==> src/rtl/inst_mem_pkg.sv <==
// Shared types and constants for the instruction fetch memory: FSM states,
// LC-3 instruction field positions and opcode values.
package inst_mem_pkg;

    typedef enum logic [1:0] {
        IDLE,
        READ,
        DONE,
        FAULT
    } state_t;

    // Field positions within the upper 16 bits of an instruction
    localparam int OPC_MSB = 15;
    localparam int OPC_W   = 4;
    localparam int DR_LSB  = 9;
    localparam int SR1_LSB = 6;
    localparam int SR2_LSB = 0;
    localparam int REG_W   = 3;
    localparam int IMM5_W  = 5;

    localparam logic [3:0] BR   = 4'b0000;
    localparam logic [3:0] ADD  = 4'b0001;
    localparam logic [3:0] LD   = 4'b0010;
    localparam logic [3:0] ST   = 4'b0011;
    localparam logic [3:0] JSR  = 4'b0100;
    localparam logic [3:0] AND  = 4'b0101;
    localparam logic [3:0] LDR  = 4'b0110;
    localparam logic [3:0] STR  = 4'b0111;
    localparam logic [3:0] RTI  = 4'b1000;
    localparam logic [3:0] NOT  = 4'b1001;
    localparam logic [3:0] LDI  = 4'b1010;
    localparam logic [3:0] STI  = 4'b1011;
    localparam logic [3:0] JMP  = 4'b1100;
    localparam logic [3:0] RES  = 4'b1101;
    localparam logic [3:0] LEA  = 4'b1110;
    localparam logic [3:0] TRAP = 4'b1111;

    function automatic int bytes_per_inst(input int inst_w);
        return inst_w / 8;
    endfunction

endpackage

==> src/rtl/inst_field_decode.sv <==
// Combinational split of the upper 16 instruction bits into LC-3 fields.
module inst_field_decode
    import inst_mem_pkg::*;
(
    input  logic [15:0]       word,
    output logic [OPC_W-1:0]  opcode,
    output logic [REG_W-1:0]  dr,
    output logic [REG_W-1:0]  sr1,
    output logic [REG_W-1:0]  sr2,
    output logic [IMM5_W-1:0] imm5
);

    // Bit 5 is the register/immediate mode flag; consumers decode it from inst.
    logic unused_mode_bit;

    assign opcode          = word[OPC_MSB -: OPC_W];
    assign dr              = word[DR_LSB +: REG_W];
    assign sr1             = word[SR1_LSB +: REG_W];
    assign sr2             = word[SR2_LSB +: REG_W];
    assign imm5            = word[IMM5_W-1:0];
    assign unused_mode_bit = word[5];

endmodule

==> src/rtl/inst_fetch_mem.sv <==
// Byte-addressed instruction memory with a byte-serial big-endian fetch FSM.
// Define INST_FETCH_MEM_FWD_EN to forward a same-cycle write into the byte being read.
module inst_fetch_mem
    import inst_mem_pkg::*;
#(
    parameter int DEPTH_BYTES = 128,
    parameter int ADDR_W      = 16,
    parameter int INST_W      = 16,
    parameter     INIT_FILE   = "test/test1.txt"
) (
    input  logic              clk,
    input  logic              rst_n,
    input  logic              wr_en,
    input  logic [ADDR_W-1:0] wr_addr,
    input  logic [7:0]        wr_data,
    input  logic              fetch_req,
    input  logic [ADDR_W-1:0] fetch_addr,
    output logic              fetch_ready,
    output logic              inst_valid,
    output logic              fault,
    output logic [INST_W-1:0] inst,
    output logic [OPC_W-1:0]  opcode,
    output logic [REG_W-1:0]  dr,
    output logic [REG_W-1:0]  sr1,
    output logic [REG_W-1:0]  sr2,
    output logic [IMM5_W-1:0] imm5
);

    localparam int BPI    = bytes_per_inst(INST_W);
    localparam int MEM_AW = $clog2(DEPTH_BYTES);
    localparam int CNT_W  = $clog2(BPI);

    logic [7:0] mem [DEPTH_BYTES];

    state_t            state_q, state_d;
    logic [MEM_AW-1:0] base_q;
    logic [CNT_W-1:0]  cnt_q;
    logic [INST_W-1:0] shift_q;
    logic [MEM_AW-1:0] rd_idx;
    logic [7:0]        rd_byte;
    logic              wr_in_range;
    logic              addr_misaligned;
    logic              addr_out_of_range;
    logic              last_byte;

    logic [OPC_W-1:0]  dec_opcode;
    logic [REG_W-1:0]  dec_dr, dec_sr1, dec_sr2;
    logic [IMM5_W-1:0] dec_imm5;

    // Widened by one bit so addresses near 2**ADDR_W cannot wrap into range.
    assign wr_in_range       = {1'b0, wr_addr} < (ADDR_W+1)'(DEPTH_BYTES);
    assign addr_misaligned   = |fetch_addr[CNT_W-1:0];
    assign addr_out_of_range = ({1'b0, fetch_addr} + (ADDR_W+1)'(BPI))
                               > (ADDR_W+1)'(DEPTH_BYTES);

    assign rd_idx      = base_q + MEM_AW'(cnt_q);
    assign last_byte   = cnt_q == CNT_W'(BPI - 1);
    assign fetch_ready = state_q == IDLE;

`ifdef INST_FETCH_MEM_FWD_EN
    assign rd_byte = (wr_en && wr_addr == ADDR_W'(rd_idx)) ? wr_data : mem[rd_idx];
`else
    assign rd_byte = mem[rd_idx];
`endif

    // NOTE: the array has no reset; program images must survive a core reset.
    always_ff @(posedge clk) begin
        if (wr_en && wr_in_range) begin
            mem[wr_addr[MEM_AW-1:0]] <= wr_data;
        end
    end

    inst_field_decode u_decode (
        .word   (shift_q[INST_W-1 -: 16]),
        .opcode (dec_opcode),
        .dr     (dec_dr),
        .sr1    (dec_sr1),
        .sr2    (dec_sr2),
        .imm5   (dec_imm5)
    );

    // NOTE: default assigned first so no path through the case leaves a latch.
    always_comb begin
        state_d = state_q;
        unique case (state_q)
            IDLE: begin
                if (fetch_req) begin
                    state_d = (addr_misaligned || addr_out_of_range) ? FAULT : READ;
                end
            end
            READ:    if (last_byte) state_d = DONE;
            DONE:    state_d = IDLE;
            FAULT:   state_d = IDLE;
            default: state_d = IDLE;
        endcase
    end

    // NOTE: all state uses non-blocking assignments so every register samples
    // pre-edge values, which is what gives read-before-write on the array.
    always_ff @(posedge clk) begin
        if (!rst_n) begin
            state_q    <= IDLE;
            base_q     <= '0;
            cnt_q      <= '0;
            shift_q    <= '0;
            inst_valid <= 1'b0;
            fault      <= 1'b0;
            inst       <= '0;
            opcode     <= '0;
            dr         <= '0;
            sr1        <= '0;
            sr2        <= '0;
            imm5       <= '0;
        end else begin
            state_q    <= state_d;
            inst_valid <= 1'b0;
            fault      <= 1'b0;
            case (state_q)
                IDLE: begin
                    if (fetch_req) begin
                        base_q <= fetch_addr[MEM_AW-1:0];
                        cnt_q  <= '0;
                    end
                end
                READ: begin
                    shift_q <= {shift_q[INST_W-9:0], rd_byte};
                    cnt_q   <= cnt_q + CNT_W'(1);
                end
                DONE: begin
                    inst       <= shift_q;
                    opcode     <= dec_opcode;
                    dr         <= dec_dr;
                    sr1        <= dec_sr1;
                    sr2        <= dec_sr2;
                    imm5       <= dec_imm5;
                    inst_valid <= 1'b1;
                end
                FAULT: begin
                    inst       <= '0;
                    opcode     <= '0;
                    dr         <= '0;
                    sr1        <= '0;
                    sr2        <= '0;
                    imm5       <= '0;
                    inst_valid <= 1'b1;
                    fault      <= 1'b1;
                end
                default: ;
            endcase
        end
    end

endmodule

==> config.mk <==
export PLATFORM = sky130hd
export DESIGN_NAME = inst_fetch_mem
export DESIGN_NICKNAME = d
export VERILOG_FILES = /design/src/rtl/inst_mem_pkg.sv /design/src/rtl/inst_field_decode.sv /design/src/rtl/inst_fetch_mem.sv
export SDC_FILE = /design/constraint.sdc
export NUM_CORES = 1
export LEC_CHECK = 0
export CAP_MARGIN = 20
export CORE_MARGIN = 4
export CORE_UTILIZATION = 45
export DETAILED_ROUTE_END_ITERATION = 6
export HOLD_SLACK_MARGIN = 0.06
export PLACE_DENSITY_LB_ADDON = 0.08
export SLEW_MARGIN = 15
export SYNTH_ARGS = -nofsm -noshare
export SYNTH_HDL_FRONTEND = slang
export SYNTH_HIERARCHICAL = 1
export SYNTH_SLANG_ARGS = --single-unit
==> constraint.sdc <==
create_clock -name clk -period 2.35 [get_ports clk]
set_input_delay 0.47 -clock clk [delete_from_list [all_inputs] [get_ports clk]]
set_output_delay 0.47 -clock clk [all_outputs]
set_load 0.02 [all_outputs]
### Word level (Yosys, flattened, before mapping)

Memories as Yosys holds them, arrays and structs flattened. A register that Yosys moved wholly into a read port is not among the register bits.
Index checks and enable logic that the tools add are counted.

* multiply operators: 0
* reductions and logical operators: 10
* muxes and demuxes: 16
* shift-type cells: 0
* bitwise logic cells: 0
* eq/ne operators: 5
* divide/modulo/power cells: 0
* add/sub/neg operators: 3
* order comparisons: 2

Operator list (count)
* 16-bit one-hot mux with 2 select lines: 1
* 3-bit one-hot mux with 2 select lines: 3
* 16-bit by 2-bit adder with 17-bit output (second input constant): 1
* 17-bit by 8-bit > comparator with 1-bit output (second input constant): 1
* 16-bit by 8-bit less-than comparator with 1-bit output (second input constant): 1
* 5-bit one-hot mux with 2 select lines: 1
* 4-bit one-hot mux with 2 select lines: 1
* 7-bit by 1-bit adder with 7-bit output: 1
* 2-bit two-way mux: 3
* 2-bit one-hot mux with 3 select lines: 1
* 2-bit AND reduction: 3
* 1-bit two-way mux: 5
* 2-bit equality test (second input constant): 2
* 2-bit != test (second input constant): 2
* 2-bit nonzero test: 2
* 2-bit by 1-bit equality test with 1-bit output (second input constant): 1
* 2-bit logical NOT: 1
* 1-bit one-hot mux with 2 select lines: 1
* 2-bit OR reduction: 1
* 1-bit adder (second input constant): 1
* 1-bit logical AND: 1
* 1-bit logical NOT: 1
* 1-bit logical OR: 1

* bits in latches: 0
* bits in registers: 62
* logic and storage cells: 49
* bits in read-only memories: 0
* memories: 1
* bits in writable memories: 1024

Memories
* mem: words 128, bits a word 8, rd ports 1, clocked after memory_dff 1, wr ports 1, RTL line inst_fetch_mem.sv:33 `logic [7:0] mem [DEPTH_BYTES];`

### Longest topological paths before layout

* depth in word-level cells: 6
* mapped depth: 12

### Hierarchy

Netlist, hierarchy kept.

Modules (own cells, without submodules)
* inst_fetch_mem: cells each 2359, area an instance 42655.9 µm², sequential area each 31990.7 µm², instances 1
* inst_field_decode: cells each 18, area an instance 135.1 µm², sequential area each 0.0 µm², instances 1

### Worst setup path after synthesis

OpenSTA, ideal clock, no wires.

* path kind: register to register
* start point: register base_q[0]
* end point: register shift_q[3] (read register of mem)
* period minus slack after synthesis: 2.501 ns
* arrival: 2.365 ns
* cell stages (with the launch flop): 12
* setup slack: -0.151 ns
* cells stage by stage: dfxtp_1 ha_1 ha_1 buf_4 buf_4 buf_4 buf_2 mux4_2 nand2_1 a21oi_1 nor4_1 a221oi_2

* cells in the longest elaborated chain, start to end: 1

RTL lines
* start: declaration: RTL line inst_fetch_mem.sv:36 `logic [MEM_AW-1:0] base_q;`
* start signal: assignment: RTL line inst_fetch_mem.sv:121 `base_q <= fetch_addr[MEM_AW-1:0];`
* 7-bit by 1-bit adder with 7-bit output: RTL line inst_fetch_mem.sv:56 `assign rd_idx = base_q + MEM_AW'(cnt_q);`
* end: declaration: RTL line inst_fetch_mem.sv:38 `logic [INST_W-1:0] shift_q;`

No other way between the ends.
A chain may end at the register's enable or synchronous reset.

### Worst setup path after layout

* start point: register cnt_q
* end point: register shift_q[0] (read register of mem)

* cells in the longest elaborated chain, start to end: 1

RTL lines
* start: declaration: RTL line inst_fetch_mem.sv:37 `logic [CNT_W-1:0] cnt_q;`
* start signal: assignment: RTL line inst_fetch_mem.sv:127 `cnt_q <= cnt_q + CNT_W'(1);`
* 7-bit by 1-bit adder with 7-bit output: RTL line inst_fetch_mem.sv:56

No other way between the ends.

==> results.md <==
* Layout cells sized above 1 at 33.6%
* Flop pwr share at 48.4%
* IO Port Bufs at 80
* Total power divided by cell area at 822 nW/µm²
* Comb power frac at between 10% and 20%
* Switching power at 10.1 mW
* WS Path Type: reg2reg
* # IOs at 81
* Clock skew at approximately 0.028 ns
* Pre-antenna DRT Iters at 7
* Post-DP HPWL at 75200 µm
* Largest net degree at the start of global routing at 129
* Slew Limit Fails at 0
* Final count of negative-setup-slack endpoints at 8
* Crit path capture type: register
* Final WS setup at -0.389 ns
* Pleak at 17.4 nW
* WL per Instance at 27.7 µm
* Hold Crit Start: wr_data[1]
* Fin crit share at 117%
* Clk network pwr share at 40.7%
* CP startpoint: cnt_q
* Hold Vio Cnt, Final at 0
* Int Pwr at 33.8 mW
* Warnings from Yosys at 14
* Worst-path cell chain: ha_4 > ha_4 > buf_12 > clkbuf_16 > buf_4 > buf_4 > mux4_2 > nand2_1 > and3_1 > a311oi_1 > nor4_1 > a221oi_2
* First-pass GRT wire length at 169000 µm
* Die area at 100000 µm²
* Clock buffer count from CTS at ~110
* Cell count after synthesis at 2377
* Worst-margin pin slew at 0.764 ns
* Hold_buf cts at 0
* GR Overflow Total at 0
* Area growth from synthesis to layout at 24.9%
* Setup crit start kind: register
* Ant diodes at 0
* Nets at 2908
* VDD IR max at 550 µV
* Seq/Total Area, Yosys at 74.8%
* Starting Density at 45.6%
* CORE AREA at 93900 µm²
* Initial DRC count at 2229
* Post-synth top area share at 71.9%
* Yosys top cell by area: edfxtp_1
* Antenna violations before repair at 3
* Switching portion of total power at ~23%
* Die Width at 316 µm
* Synthesized Nets at 2424
* Via count of the first global-routing pass at 24.5k
* Wirelength, routed at 117000 µm
* GP Congestion at 0.857
* Commonest non-fill, non-tap cell in the layout: edfxtp_1
* Worst min path class: in2reg
* Fmax at 365 MHz
* Routed Antenna Nets at 0
* Top_reg_cell synth: edfxtp_1
* DRC violations left at 0
* Status: finished with violations
* Failing checks: negative setup slack
* Cell Count, Final, Fillers Out at 4215
* Gr usage total at 23.4%
* Worst-case clock buffer depth at 3
* Ys async rst share at 0%
* H-tree Lvls at 3
* Syn avg cell area at between 15 and 20 µm²
* Placement Setup Slack at -0.632 ns
* Vias per cell at 5.72
* Reg clk slew, reported paths at 0.07 ns
* Top post-synthesis cells by area: edfxtp_1, mux4_2, dfxtp_1
* WP data required at about 3 ns
* Root Buffer: clkbuf_16
* Die Height at about 320 µm
* Yosys reg bits at 1086
* Most frequent cells in the layout: edfxtp_1, buf_4, nand2_1
* Post-synthesis instance area at 42800 µm²
* Min Tclk post-route at 2.74 ns
* Max stage delay on crit path at 0.49 ns
* R2r startpoint: cnt_q
* Via count at around 24k
* CTS tree: built
* CP max-delay cell: a311oi_1
* CTS Sinks at 1086
* Placed cell count at ~4.0k
* Worst-path maximum fanout at 4
* RSZ-0062 raised after global routing: yes
* EDFF count, synth at 1024
* Std cell rows at about 110
* Slew margin rel. at about 49%
* CP Data Arrival Time at 3.34 ns
* Post-synth cell types at 61
* Max_cap viols at 0
* Clk Latency, worst-skew pair at 0.69 ns
==> synthesized netlist by cell type (all sizes together) (6+ instances only) <==
| cell | number |
|---|---|
| nor4 | 22 |
| mux2i | 46 |
| inv | 6 |
| and3 | 14 |
| buf | 116 |
| a21boi | 15 |
| a22o | 34 |
| a21oi | 51 |
| a32oi | 20 |
| nand2b | 8 |
| o221ai | 8 |
| a221oi | 7 |
| nand3 | 60 |
| a311oi | 18 |
| clkbuf | 41 |
| o21ai | 31 |
| mux4 | 211 |
| dfxtp | 62 |
| edfxtp | 1024 |
| nand2 | 315 |
| nor2 | 163 |
| nor3 | 6 |
| o22ai | 14 |
| o2111ai | 12 |
| a31oi | 14 |
| nor2b | 10 |
| xnor2 | 10 |
==> per-stage QoR <==
step	hold WS, ns	area, µm²	power (mW)	util (%)	TNS, ns
2_1_floorplan	0.451	42900	23.9	-	0
3_3_place_gp	0.461	48000	25.8	51.1	-451.04
3_5_place_dp	0.469	48000	25.8	51.1	-461.29
4_1_cts	0.201	52800	44.1	56.3	-3.04
5_1_grt	0.221	53500	45.4	56.9	-3.37
6_report	0.249	53500	43.9	56.9	-2.81
==> layout make-up <==
cell class | instances | area, µm²
repair buffers | 526 | 5340
inverters | 6 | 22.5
multi-input cells | 1128 | 10800
fillers | 7149 | 40400
flip-flops and latches | 1086 | 32000
clock inverters | 79 | 764
well taps | 1254 | 1570
clock buffers | 136 | 2990
==> registers in the layout (all words and copies together) (netlist names), 3 cells and up <==
register	count
dr	3
inst	16
sr1	3
imm5	5
base_q	7
opcode	4
sr2	3
mem	1024
shift_q	16
==> worst paths after layout <==
path         slack (ns)  cells past startpoint          to
max reg2reg       -0.39                     12  shift_q[0]
min reg2reg        0.48                      1    inst[12]
max               -0.39                     12  shift_q[0]
min                0.25                      1  mem[78][1]
==> power groups by stage <==
stage	clock [mW]	sequential, mW	combinational (mW)
floorplan	0	21.7	2.27
global placement	0	21.7	4.12
detailed placement	0	21.7	4.14
CTS	18.2	21.3	4.57
global route	19.1	21.3	5.06
finish	17.9	21.3	4.78
==> kinds of logic (layout without fill, tap and decap cells) <==
kind of cell / after synthesis / count (layout) / share of synthesized area (%)
adders and majority gates: 3 / 3 / 0.0877
muxes: 258 / 258 / 12.2
AOI/OAI and AO/OA: 247 / 247 / 4.24
buffers and inverters: 163 / 747 / 2.35
xor gates and xnor gates: 12 / 12 / 0.351
and+or+nand+nor: 608 / 608 / 6.01
DFF: 1086 / 1086 / 74.8
==> worst max-delay path: cells and delay by family, from the launching register on <==
kind / cells / cell delay [ns]
buffers and inverters: 4 / 0.58
AO/OA/AOI/OAI: 2 / 0.72
flip-flops: 1 / 0.34
AND/OR/NAND/NOR: 3 / 0.37
adder cells (fa/ha/maj): 2 / 0.43
multiplexers: 1 / 0.22
==> metal layers <==
metal	global-route usage, %	part of all wire [%]	vias up
met5	0	0	-
met1	33.8	43	12600
met3	4.74	7.3	172
met2	36.6	47	873
met4	6.46	2.6	0
li1	-	-	10400
==> timing repair <==
item	CTS	global route
buffers inserted	29	15
setup endpoints to repair	9	8
pin swaps	43	35
gates resized for setup	125	90
cloned	5	3
(Power assumes the default switching activity.)
